==> src/rtl/instr_fetch_unit.sv <==
// Instruction fetch unit: takes one fetch address from the PC, issues a single
// read to synchronous instruction memory, waits out the memory latency, holds
// the instruction for decode until it is accepted, and returns a relative
// branch target to the PC when the accepted instruction is a branch.
module instr_fetch_unit #(
  parameter int         ADDR_W    = 16,
  parameter int         DATA_W    = 16,
  parameter int         MEM_LAT   = 2,
  parameter logic [3:0] BR_OPCODE = 4'hB
) (
  input  logic              clk_out,
  input  logic              reset,
  input  logic [ADDR_W-1:0] pc_in,
  input  logic              pc_valid,
  output logic              pc_ready,
  input  logic              flush,
  output logic [ADDR_W-1:0] mem_addr,
  output logic              mem_req,
  input  logic [DATA_W-1:0] mem_rdata,
  output logic [DATA_W-1:0] instr_out,
  output logic              instr_valid,
  input  logic              instr_ready,
  output logic              br_load,
  output logic [ADDR_W-1:0] br_target,
  output logic [15:0]       fetch_count
);

  localparam logic [3:0] LAT_INIT = 4'(MEM_LAT - 1);

  typedef enum logic [1:0] {
    IDLE = 2'd0,
    REQ  = 2'd1,
    WAIT = 2'd2,
    HOLD = 2'd3
  } state_t;

  state_t            state_q;
  state_t            state_d;
  logic [3:0]        lat_cnt;
  logic [ADDR_W-1:0] pc_latched;
  logic              accept;
  logic              handshake;
  logic              is_branch;
  logic              capture;

  // 12-bit instruction offset widened to the address width, keeping its sign.
  function automatic logic signed [ADDR_W-1:0] sext_offset(input logic [11:0] off);
    logic signed [ADDR_W-1:0] wide;
    wide = {{(ADDR_W-12){off[11]}}, off};
    return wide;
  endfunction

  // Relative branch target; the sum wraps modulo 2^ADDR_W in both directions.
  function automatic logic [ADDR_W-1:0] branch_target(input logic [ADDR_W-1:0] base,
                                                      input logic [11:0]       off);
    logic signed [ADDR_W-1:0] delta;
    delta = sext_offset(off);
    return base + $unsigned(delta);
  endfunction

  assign pc_ready  = (state_q == IDLE) && !flush;
  assign accept    = pc_valid && pc_ready;
  // A flush in HOLD beats a simultaneous decode accept.
  assign handshake = (state_q == HOLD) && instr_ready && !flush;
  assign is_branch = (instr_out[DATA_W-1 -: 4] == BR_OPCODE);
  assign capture   = (state_q == WAIT) && (lat_cnt == 4'd0) && !flush;

  // State register.
  always_ff @(posedge clk_out or posedge reset) begin
    if (reset) begin
      state_q <= IDLE;
    end else begin
      state_q <= state_d;
    end
  end

  // Next-state logic: one fetch in flight, flush always returns to IDLE.
  always_comb begin
    state_d = state_q;
    if (flush) begin
      state_d = IDLE;
    end else begin
      case (state_q)
        IDLE:    if (pc_valid) state_d = REQ;
        REQ:     state_d = WAIT;
        WAIT:    if (lat_cnt == 4'd0) state_d = HOLD;
        HOLD:    if (instr_ready) state_d = IDLE;
        default: state_d = IDLE;
      endcase
    end
  end

  // Memory request, latency countdown, instruction capture and branch return.
  always_ff @(posedge clk_out or posedge reset) begin
    if (reset) begin
      mem_addr    <= '0;
      mem_req     <= 1'b0;
      lat_cnt     <= 4'd0;
      pc_latched  <= '0;
      instr_out   <= '0;
      instr_valid <= 1'b0;
      br_load     <= 1'b0;
      br_target   <= '0;
      fetch_count <= 16'd0;
    end else begin
      mem_req     <= accept;
      instr_valid <= (state_d == HOLD);
      br_load     <= handshake && is_branch;
      if (accept) begin
        mem_addr   <= pc_in;
        pc_latched <= pc_in;
      end
      if (state_q == REQ) begin
        lat_cnt <= LAT_INIT;
      end else if ((state_q == WAIT) && (lat_cnt != 4'd0)) begin
        lat_cnt <= lat_cnt - 4'd1;
      end
      if (capture) begin
        instr_out <= mem_rdata;
      end
      if (handshake) begin
        fetch_count <= fetch_count + 16'd1;
        if (is_branch) begin
          br_target <= branch_target(pc_latched, instr_out[11:0]);
        end
      end
    end
  end

endmodule

==> config.mk <==
export PLATFORM = sky130hd
export DESIGN_NAME = instr_fetch_unit
export DESIGN_NICKNAME = d
export VERILOG_FILES = /design/src/rtl/instr_fetch_unit.sv
export SDC_FILE = /design/constraint.sdc
export NUM_CORES = 1
export LEC_CHECK = 0
export BUFFER_PORTS_ARGS = -buffer_cell sky130_fd_sc_hd__buf_2
export CAP_MARGIN = 20
export CORE_MARGIN = 10
export CORE_UTILIZATION = 45
export DETAILED_ROUTE_END_ITERATION = 7
export MAX_ROUTING_LAYER = met4
export PLACE_DENSITY_LB_ADDON = 0.15
export SYNTH_ARGS = -nofsm -noshare
export SYNTH_HDL_FRONTEND = slang
export SYNTH_SLANG_ARGS = --single-unit
==> constraint.sdc <==
create_clock -name clk_out -period 2.2 [get_ports clk_out]
set_input_delay 0 -clock clk_out [delete_from_list [all_inputs] [get_ports clk_out]]
set_output_delay 0 -clock clk_out [all_outputs]
set_load 0.005 [all_outputs]
* Yosys cells after proc, flatten, opt, wreduce, memory -nomap -nowiden *
Cells that the tools add are included.

storage, ports and cells
  register bits = 73
  bits in latches = 0
  bits in writable memories = 0
  memory bits (read-only) = 0
  input port bits = 37
  output and inout port bits = 68
  logic and storage cells = 38
  memories kept = 0

operators by class
  $add $sub $neg = 3
  multipliers = 0
  div/mod/pow operators = 0
  $lt $le $gt $ge = 0
  equal/unequal tests = 5
  shifts and indexed selects = 0
  multiplexer cells = 7
  bitwise logic cells = 0
  reduce and logical (&&, ||, !) cells = 14

operators with widths
  cell                   number
  $add 16x1->16 const B  1
  $add 16x16->16         1
  $logic_and 1x1->1      8
  $mux 2                 4
  $mux 4                 2
  $pmux 2 s4             1
  $eq 2x2->1 const B     3
  $eq 4x4->1 const B     1
  $logic_not 4->1        1
  $reduce_bool 4->1      1
  $sub 4x1->4 const B    1
  $eq 2x1->1 const B     1
  $logic_not 2->1        1
  $reduce_and 2->1       1
  $reduce_bool 2->1      1
  $logic_not 1->1        1

* Longest topological paths before layout *
  depth after elaboration = 5
  mapped depth = 8

* Worst setup path before layout *
OpenSTA, ideal clock, no wires.

  path type = reg2reg
  from = reg instr_out[0]
  to = reg br_target[12]
  setup time = 0.069 ns
  data arrival time = 2.087 ns
  required time = 2.131 ns
  slack = 0.045 ns
  cell stages (with the launch flop) = 9
  buffers on the path = 0
  clock period less this slack = 2.155 ns
  path through = dfrtp_1 > ha_1 > inv_1 > fa_1 > nand2b_1 > a21oi_1 > o21ai_0 > or4_1 > nand3_1

on the way
  longest elaborated chain between the ends = 1

ends and longest elaborated chain
  element                 RTL line  RTL
  from (decl)             20        output logic [DATA_W-1:0] instr_out,
  from (signal assigned)  119       instr_out <= mem_rdata;
  $add 16x16->16          58        return base + $unsigned(delta);
  to (signal assigned)    124       br_target <= branch_target(pc_latched, instr_out[11:0]);
  to (decl)               24        output logic [ADDR_W-1:0] br_target,

Every way passes these cells.
A chain may end at the register's enable or synchronous reset.

* Worst setup path after layout *
  from = reg lat_cnt[1]
  to = reg instr_out[5]

on the way
  longest elaborated chain between the ends = 3

ends and longest elaborated chain
  element                         RTL line  RTL
  from (decl)                     39        logic [3:0] lat_cnt;
  from (signal assigned)          116       lat_cnt <= lat_cnt - 4'd1;
  $logic_not 4->1                 66        assign capture = (state_q == WAIT) && (lat_cnt == 4'd0) && !flush;
  $logic_and 1x1->1 (2 in a row)  66

Every way passes these cells.

==> reports/results.txt <==
ANT nets after route = 0
Class of the tightest hold or removal check = in2reg
Slew HR = 70.3%
Startpoint types = flip-flop
Worst-Margin Slew = 0.445 ns
Clk buf depth = 2
Initial antenna violation count = 1
Static leakage = 0.00257 uW
Die height = 111 um
Placer Congestion = 0.803
Iteration count of the initial detailed-routing pass = 4
CP endpoint kind = flip-flop
Pwr Density = 1080 nW/um^2
Synth unique cells = 52
Seq/Total Area, Yosys = 49.3%
# DRC = 0
CTS Root Buffer Type = clkbuf_8
Via count = 3144
CP endpoint = instr_out[5]
Core area = 8130 sq um
Reg-to-reg slack, setup = 0.09 ns
GR Overflow Total = 0
Commonest non-fill, non-tap cell in the layout = buf_2
Worst Reg2Reg Path Length in Cells = 6
H-tree lvl count = 3
Leading cell types in the layout, fill and taps excluded = buf_2, dfrtp_1, dlygate4sd3_1
Post-Syn Area per Cell = 11.1 sq um
Period minus WS final = 2.11 ns
Clk_skew = 0.0150 ns
Routed wire length = 9.61 mm
Initial Util = 45.6%
Crit path launch = lat_cnt[1]
Worst r2r src = lat_cnt[1]
Setup violators final = 0
Ports = 105
Fraction of layout cells with a size suffix above 1 = 37.2%
DR iter-0 viols = 87
Total Routing Usage GR = 15.9%
Synth Register Bits = 73
Crit Path Class = reg2reg
Max-cap violations = 0
Gate Count Post-Synth = 334
Pin count of the biggest net entering global routing = 32
Worst path required time = 2.42 ns
Die W = 111 um
Rows = 33
Syn. warnings = 0
EDFF count, synth = 0
Worst Hold Slack = 0.0651 ns
Syn_nets = 389
Post-Layout Cell Count = 612
Max Clock Freq = 474 MHz
CTS Sinks = 73
Worst EP arrival = 2.33 ns
Main synth FF type = dfrtp_1
Via-per-instance ratio = 5.14
First-pass GRT wire length = 16.1 mm
CTS buffer count = 9
Nets@finish = 556
Clk_lat worst skew = 0.34 ns
Status = complete, no violations
CTS clock-pin slew for the worst setup and hold paths = 0.08 ns
Slew Viols, Final = 0
DP HPWL = 7.12 mm
Buffers on Ports = 104
Async S/R FF share, synth = 100%
Cell area after synthesis = 3710 sq um
CP Max Fanout = 11
Max VDD drop = 411 uV
RSZ-0062 raised after global routing = false
Vias in the first global route = 3267
Area growth syn-to-layout = 37.8%
RR Endpoint = instr_out[5]
Post-placement cell count = 558
Crit share post-route = 96.0%
Final hold vios = 0
CTS tree = yes
Full die area = 12300 sq um
Avg WL per Cell = 15.7 um
-- cells in the mapped netlist, drive strengths merged (9+ instances only) --
cell,instances,area [sq um]
dfrtp,73,1830
nand2,35,131
mux2,32,398
a21oi,21,105
ha,17,213
nor2,16,60.1
o21ai,13,65.1
xnor2,13,114
inv,11,41.3
nand4,11,68.8
nor3,11,55.1
nand3,9,45.0
xor2,9,78.8
-- worst min-delay path by stage --
stage,startpoint,endpoint,slack [ns],cells past startpoint
after floorplan,flush,pc_ready,0.03,1
after global placement,reset,fetch_count[14],0.05,2
after detailed placement,reset,fetch_count[14],0.04,2
after CTS,instr_ready,instr_valid,0.04,3
after global routing,instr_ready,instr_valid,0.08,3
final,instr_ready,instr_valid,0.07,3
-- logic make-up (layout without fill, tap and decap cells) --
group           count (synthesis)  count (layout)  synth area share, %
buf+inv                        21             193                 2.94
compound gates                 60              60                 10.2
simple gates                  103             103                 14.0
other cells                     0               1                    0
mux                            37              37                 12.1
flops                          73              73                 49.3
xor+xnor                       22              22                 5.20
fa+ha+maj                      18              18                 6.28
-- report_power, final --
| group | switching [uW] | leakage [uW] | total [uW] | internal, uW |
|---|---|---|---|---|
| Sequential | 262 | 0.000942 | 1890 | 1630 |
| Combinational | 1240 | 0.00151 | 2450 | 1220 |
| Clock | 497 | 0.000113 | 1170 | 669 |
-- registers in the layout (all words and copies together), names as in the netlist --
signal       cells
br_load          1
br_target       16
fetch_count     16
instr_out       16
instr_valid      1
lat_cnt          4
mem_addr        16
mem_req          1
state_q          2
-- cell type report --
cell class,instances,area (sq um)
tap,105,131
antenna,1,2.50
timing repair buffer,165,1070
multi-input combinational,240,1810
sequential,73,1830
inverter,12,45.0
fill,676,3030
clock inverter,5,78.8
clock buffer,11,141
-- through the flow --
stage | instance area (sq um) | util [%] | setup TNS, ns | total power, uW | worst slack, ns
after floorplan | 3710 | - | 0 | 3360 | 0.0447
after CTS | 5060 | 62.2 | 0 | 5490 | 0.0143
final | 5110 | 62.8 | 0 | 5510 | 0.0885
after global routing | 5110 | 62.8 | 0 | 5950 | 0.0108
after global placement | 4480 | 55.0 | 0 | 4190 | 0.00530
after detailed placement | 4480 | 55.0 | -0.0927 | 4230 | -0.0516
-- routing by layer --
layer	vias up	track usage [%]	wire (um)
met5	-	-	0
met4	0	5.47	157
met3	14	3.57	446
met2	78	26.1	4800
met1	1503	18.8	4210
li1	1549	-	-
-- critical path, stage by stage, from the launching register on --
cell and delay [ns]:
dfrtp_1 0.41, inv_1 0.09, ha_2 0.21, or3b_1 0.38
or4_4 0.43, buf_6 0.18, mux2_4 0.30
-- timing repair --
| action | CTS | global route |
|---|---|---|
| hold endpoints to repair | 54 | 0 |
| cloned | 0 | 0 |
| gates resized for setup | 2 | 10 |
| buffers inserted | 0 | 1 |
| pin swaps | 0 | 2 |
| hold buffers | 36 | 0 |
| endpoints found under the setup margin | 3 | 22 |
Power figures use the tool's default switching activity.
